$ cat config.mk
export PLATFORM = sky130hd
export DESIGN_NAME = conv_pad
export DESIGN_NICKNAME = d
export VERILOG_FILES = /design/src/rtl/conv_pkg.sv /design/src/rtl/conv_pad.sv
export SDC_FILE = /design/constraint.sdc
export NUM_CORES = 1
export LEC_CHECK = 0
export ABC_AREA = 1
export BUFFER_PORTS_ARGS = -buffer_cell sky130_fd_sc_hd__buf_4
export CAP_MARGIN = 30
export CELL_PAD_IN_SITES_DETAIL_PLACEMENT = 1
export CELL_PAD_IN_SITES_GLOBAL_PLACEMENT = 2
export CORE_MARGIN = 2
export CORE_UTILIZATION = 26
export CTS_CLUSTER_SIZE = 10
export DETAILED_ROUTE_END_ITERATION = 8
export PLACE_DENSITY_LB_ADDON = 0.1
export SLEW_MARGIN = 25
export SYNTH_ARGS = -nofsm -noshare
export SYNTH_HDL_FRONTEND = slang
export SYNTH_SLANG_ARGS = --single-unit
$ cat constraint.sdc
create_clock -name clk -period 1.4 [get_ports clk]
set_clock_uncertainty 0.15 [all_clocks]
set_input_delay 0.28 -clock clk [delete_from_list [all_inputs] [get_ports clk]]
set_output_delay 0.28 -clock clk [all_outputs]
set_load 0.02 [all_outputs]
$ cat src/rtl/conv_pkg.sv
// Shared constants and pad FSM state encoding for the 3x3 convolver front end.
package conv_pkg;

  localparam int PIXEL_DATAW  = 8;
  localparam int IMAGE_WIDTH  = 512;
  localparam int PADDED_WIDTH = IMAGE_WIDTH + 2;
  localparam int FILTER_SIZE  = 3;

  typedef enum logic [2:0] {
    TOP,
    LEFT,
    BODY,
    RIGHT,
    BOTTOM
  } pad_state_t;

endpackage

$ cat src/rtl/conv_pad.sv
// Wraps each raw frame in a one-pixel zero border; one register stage, 1-cycle latency.
// Backpressure: the output register holds while o_valid && !i_ready; raw pixels accepted only in BODY.
module conv_pad
  import conv_pkg::*;
#(
  parameter int IMAGE_WIDTH = conv_pkg::IMAGE_WIDTH,
  parameter int PIXEL_DATAW = conv_pkg::PIXEL_DATAW
) (
  input  logic                   clk,
  input  logic                   reset,
  input  logic                   i_valid,
  input  logic [PIXEL_DATAW-1:0] i_x,
  input  logic                   i_last,
  output logic                   o_ready,
  input  logic                   i_ready,
  output logic                   o_valid,
  output logic [PIXEL_DATAW-1:0] o_x,
  output logic                   o_last
);

  localparam int PAD_W = IMAGE_WIDTH + 2;
  localparam int COL_W = $clog2(PAD_W);
  localparam logic [COL_W-1:0] COL_END      = COL_W'(PAD_W - 1);
  localparam logic [COL_W-1:0] COL_DATA_END = COL_W'(IMAGE_WIDTH);
  localparam logic [COL_W-1:0] COL_ONE      = COL_W'(1);

  pad_state_t       state;
  logic [COL_W-1:0] col;
  logic             last_row;
  logic             advance;
  logic             in_xfer;

  assign advance = !o_valid || i_ready;
  assign o_ready = (state == BODY) && advance;
  assign in_xfer = i_valid && o_ready;

  // col tracks the padded column: LEFT is 0, data is 1..IMAGE_WIDTH, RIGHT is IMAGE_WIDTH+1.
  always_ff @(posedge clk) begin
    if (!reset) begin
      state    <= TOP;
      col      <= '0;
      last_row <= 1'b0;
      o_valid  <= 1'b0;
      o_x      <= '0;
      o_last   <= 1'b0;
    end else if (advance) begin
      o_valid <= 1'b1;
      o_x     <= '0;
      o_last  <= 1'b0;
      case (state)
        TOP: begin
          if (col == COL_END) begin
            col   <= '0;
            state <= LEFT;
          end else begin
            col <= col + COL_ONE;
          end
        end
        LEFT: begin
          col   <= col + COL_ONE;
          state <= BODY;
        end
        BODY: begin
          if (in_xfer) begin
            o_x <= i_x;
            col <= col + COL_ONE;
            // Only the row's final pixel decides whether this was the last row.
            if (col == COL_DATA_END) begin
              last_row <= i_last;
              state    <= RIGHT;
            end
          end else begin
            o_valid <= 1'b0;
          end
        end
        RIGHT: begin
          col   <= '0;
          state <= last_row ? BOTTOM : LEFT;
        end
        BOTTOM: begin
          if (col == COL_END) begin
            col    <= '0;
            o_last <= 1'b1;
            state  <= TOP;
          end else begin
            col <= col + COL_ONE;
          end
        end
        default: begin
          col     <= '0;
          o_valid <= 1'b0;
          state   <= TOP;
        end
      endcase
    end
  end

endmodule

# Word level (Yosys, flattened, before mapping)
# Index checks and enable logic that the tools add are counted.
word_totals:
  regBits: 24
  elab_cells: 42
  in_bits: 13
op_classes:
  addsub: 1
  reduce_logical: 10
  muxes: 15
  n_eq_ne: 10
ops:
  columns: ["cell", "count"]
  rows:
  - ["$pmux W10 S3", 1]
  - ["$eq A10 B10 Y1 const B", 2]
  - ["$mux W10", 2]
  - ["$mux W8", 2]
  - ["$mux W3", 5]
  - ["$pmux W3 S5", 1]
  - ["$add A10 B1 Y10 const B", 1]
  - ["$eq A3 B2 Y1 const B", 2]
  - ["$ne A2 B2 Y1 const B", 3]
  - ["$reduce_and A5 Y1", 1]
  - ["$reduce_and A4 Y1", 1]
  - ["$reduce_or A4 Y1", 1]
  - ["$eq A3 B1 Y1 const B", 1]
  - ["$eq A3 B3 Y1 const B", 1]
  - ["$logic_not A3 Y1", 1]
  - ["$mux W1", 3]
  - ["$logic_and A1 B1 Y1", 2]
  - ["$ne A2 B1 Y1 const B", 1]
  - ["$pmux W1 S2", 1]
  - ["$reduce_and A2 Y1", 1]
  - ["$reduce_or A2 Y1", 1]
  - ["$logic_not A1 Y1", 1]
  - ["$logic_or A1 B1 Y1", 1]

# Depth between registers and ports, before layout
logic_depth:
  depth_word: 6
  depth_mapped: 9

# Worst setup path before layout
# Ideal clock, no wire load.
synth_timing:
  path_type: "register -> register"
  from: "register o_valid"
  to: "register o_valid"
  period_less_slack_ns: 1.467
  t_arrival_ns: 1.185
  stages_incl_launch_ff: 8
  slack_ns: -0.067
  setup_ns: 0.132
  n_path_buf: 2
  cell_sequence: "dfxtp_1 inv_1 nor2_1 buf_4 nor3_2 buf_4 nor3b_1 a21oi_1"
synth_via:
  elab_chain_len: 6
synth_rtl:
  columns: ["item", "line_no", "rtl"]
  rows:
  - ["from (decl)", "conv_pad.sv:16", "output logic o_valid,"]
  - ["from (signal assigned)", "conv_pad.sv:43", "o_valid <= 1'b0;"]
  - ["from (signal assigned)", "conv_pad.sv:47", "o_valid <= 1'b1;"]
  - ["from (signal assigned)", "conv_pad.sv:73", "o_valid <= 1'b0;"]
  - ["$logic_not A1 Y1 *", "conv_pad.sv:33", "assign advance = !o_valid || i_ready;"]
  - ["$logic_or A1 B1 Y1 *", "conv_pad.sv:33", null]
  - ["$logic_and A1 B1 Y1", "conv_pad.sv:34", "assign o_ready = (state == BODY) && advance;"]
  - ["$logic_and A1 B1 Y1", "conv_pad.sv:35", "assign in_xfer = i_valid && o_ready;"]
  - ["$mux W1", "conv_pad.sv:64", "if (in_xfer) begin"]
  - ["$pmux W1 S2", "conv_pad.sv:50", "case (state)"]
# Every way passes the cells marked *; elsewhere a longest branch is shown, timed or not.
# A chain may end at the register's enable or synchronous reset.

# Worst setup path in the final report
layout_timing:
  from: "register state[0]"
  to: "output port o_ready"
layout_via:
  elab_chain_len: 2
layout_rtl:
  columns: ["item", "line_no", "rtl"]
  rows:
  - ["from (decl)", "conv_pad.sv:27", "pad_state_t state;"]
  - ["from (signal assigned)", "conv_pad.sv:78", "state <= last_row ? BOTTOM : LEFT;"]
  - ["$eq A3 B2 Y1", "conv_pad.sv:34", null]
  - ["$logic_and A1 B1 Y1", "conv_pad.sv:34", null]
  - ["to (decl)", "conv_pad.sv:14", "output logic o_ready,"]
# No other way between the ends.

==> flow_summary.json <==
{
  "result_of_the_run": "finished with violations",
  "failed_checks": "setup timing",
  "fin_area_um2": 2111,
  "maxSlewHeadroom": 0.6633,
  "timing.critical_path.fanout_max": 3,
  "layout.nets": 251,
  "via_count_of_the_first_global_routing_pass": 1404,
  "timing.setup.tns_ns": -1.950,
  "drc_errors": 0,
  "globalRoute.totalOverflow": 0,
  "vdd.ir_drop.worst_mv": 0.6655,
  "upper_clock_frequency_limit_mhz": 642.4,
  "finalSetupViolCount": 24,
  "synth.avg_cell_area_um2": 7.054,
  "layout.filler_cells": 521,
  "setup_repair_after_global_routing_missed_its_margin": "true",
  "drtAntennaViolNets": 0,
  "wl_um": 4165,
  "regToRegEndpoint": "col[0]$_SDFFE_PN0P_",
  "die_height_um": 72.71,
  "r2r_start": "state[0]$_SDFFE_PN0P_",
  "floorplan_die_area_um2": 5287,
  "detailed_place.area_um2": 1653,
  "synth_seq_cells": 24,
  "pre_cts_ws_ns": -0.1152,
  "drive_above_1_share": 0.5684,
  "dr.first_iter.drc_count": 34,
  "synth.distinct_cells": 25,
  "synth_seq_area_share": 0.3914,
  "wl_met2_um": 2209,
  "cts_max_path_buffers": 2,
  "ys_warn_count": 0,
  "chipWidth_um": 72.71,
  "timing.critical_path.required_ns": 0.97,
  "max_cap_violations": 0,
  "floorplan.io_pins": 24,
  "post-dp-hpwl_um": 2901,
  "min_path_type": "input pin to register",
  "timing.final.crit_period_ns": 1.557,
  "1st_pass_router_iterations": 4,
  "tritoncts_clock_tree": "yes",
  "wl_met3_um": 107,
  "critical_path_arrival_ns": 1.13,
  "path_class": "register to output port",
  "maximum_level_of_the_cts_h_tree": 1,
  "final-hold-violation-count": 0,
  "worst_slew_pin_slew_ns": 0.5045,
  "globalplace.congestion": 0.7839,
  "finalWorstSetupSlack_ns": -0.1567,
  "routedWlPerCell_um": 14.56,
  "first_pass_grt_wire_length_um": 6699,
  "final_max_slew_viol_count": 0,
  "clock_tree.root_cell": "sky130_fd_sc_hd__clkbuf_8",
  "antenna_found_initial": 0,
  "timing.hold.worst.start": "i_x[0]",
  "total_leakage_power_nw": 0.8851,
  "post-layout-total-power_mw": 3.293,
  "route.vias.total": 1343,
  "coreArea_um2": 4444,
  "synthesis.nets": 190,
  "initial_utilization": 0.2762,
  "worstSkewPairLatency_ns": 0.28,
  "top_layer_used": "met4",
  "whs_endpoint": "o_x[0]$_SDFFE_PN0P_",
  "worst_setup_hold_path_clk_slew_ns": 0.10,
  "synth_cells": 174,
  "numCtsBuffers": 3,
  "grt_usage": 0.1654,
  "area_delta_synth_final_pct": 71.97,
  "crit_path_start_kind": "register",
  "layout_commonest_cell": "sky130_fd_sc_hd__buf_4",
  "pin_count_of_the_biggest_net_entering_global_routing": 15,
  "endpoint_kind": "output port",
  "timing.reg2reg.worst_path_depth": 8,
  "power_density_normalized_to_cell_area_nw_per_um2": 1560,
  "cts.sinks": 24,
  "antenna-diode-count": 0,
  "worst_hold_path.num_cells": 3,
  "cts-hold-fix-buffers": 0,
  "io_buffers": 23,
  "mostFrequentLayoutCells": "sky130_fd_sc_hd__buf_4, sky130_fd_sc_hd__nand2_1, sky130_fd_sc_hd__inv_1",
  "placement_rows": 24,
  "fin_crit_share": 1.112,
  "setup.reg_to_reg.worst_slack_ns": -0.11,
  "met1Wirelength_um": 1787,
  "route.detailed.vias_per_inst": 4.696,
  "synthesis.area_um2": 1227
}
-- critical path, stage by stage, from the launching register on --
cell                      delay, ns
sky130_fd_sc_hd__dfxtp_2       0.35
sky130_fd_sc_hd__inv_2         0.09
sky130_fd_sc_hd__nand3_4       0.08
sky130_fd_sc_hd__buf_6         0.13
sky130_fd_sc_hd__nor2_4        0.08
sky130_fd_sc_hd__buf_6         0.12
-- registers in the layout, indices dropped and copies added (netlist names) --
signal / flops
col: 10
o_x: 8
state: 3
last_row: 1
o_last: 1
o_valid: 1
-- repair_timing --
| action | 4_1_cts | 5_1_grt |
|---|---|---|
| setup buffers | 6 | 3 |
| gates cloned | 1 | 0 |
| pin swaps | 8 | 15 |
| gates resized for setup | 42 | 49 |
| endpoints found under the setup margin | 25 | 25 |
-- routing by layer --
| layer | up-vias | track usage |
|---|---|---|
| li1 | 675 | - |
| met1 | 640 | 0.2054 |
| met2 | 22 | 0.2990 |
| met3 | 6 | 0.02210 |
| met4 | 0 | 0.04321 |
| met5 | - | 0 |
-- cell families (layout without fill, tap and decap cells) --
group / after synthesis / in the layout / synth area share
compound gates: 24 / 24 / 0.1111
xor+xnor: 3 / 3 / 0.02141
simple gates: 94 / 95 / 0.3578
fa+ha+maj: 3 / 3 / 0.03058
flops: 24 / 24 / 0.3914
buf+inv: 26 / 85 / 0.08766
-- synthesized netlist by cell type, drive strengths merged --
cell	number	area (um^2)
xnor2	1	8.760
o211ai	1	7.510
nor2	23	91.34
nor3b	1	7.510
inv	23	88.84
xor2	2	17.52
a21oi	15	78.83
o21ai	7	38.79
nand2	48	195.2
nor3	5	40.04
nand3	13	80.08
o21bai	1	11.26
ha	3	37.54
clkbuf	1	3.750
dfxtp	24	480.5
buf	2	15.01
nand4	4	25.02
-- through the flow --
step,util,cells,hold WS [ns]
final,0.4749,286,0.1024
after global routing,0.4749,286,0.09630
after CTS,0.4307,284,0.09292
after detailed placement,0.3719,273,0.3106
after global placement,0.3719,273,0.3010
after floorplan,-,174,0.2504
-- cell type report --
cell class	instances	area (um^2)	area share
Sequential cell	24	495.5	0.2347
Timing Repair Buffer	58	469.2	0.2223
Multi-Input combinational cell	125	918.4	0.4351
Tap cell	52	65.06	0.03082
Clock buffer	4	66.31	0.03142
Inverter	23	96.34	0.04564
-- power by group --
| group | internal, mW | switching [mW] |
|---|---|---|
| clock network | 0.311 | 0.250 |
| registers | 0.804 | 0.118 |
| logic | 0.848 | 0.961 |
-- worst max-delay path by stage --
| stage | from | cells past startpoint | endpoint | slack [ns] |
|---|---|---|---|---|
| after floorplan | o_valid$_SDFFE_PN0P_ | 7 | o_valid$_SDFFE_PN0P_ | 0.02 |
| after CTS | state[2]$_SDFFE_PN0P_ | 5 | o_ready | -0.14 |
| after global placement | state[0]$_SDFFE_PN0P_ | 7 | col[8]$_SDFFE_PN0P_ | -0.10 |
| final | state[0]$_SDFFE_PN0P_ | 5 | o_ready | -0.16 |
| after detailed placement | col[1]$_SDFFE_PN0P_ | 7 | col[6]$_SDFFE_PN0P_ | -0.12 |
| after global routing | state[2]$_SDFFE_PN0P_ | 8 | col[3]$_SDFFE_PN0P_ | -0.22 |
Power figures use the tool's default switching activity.
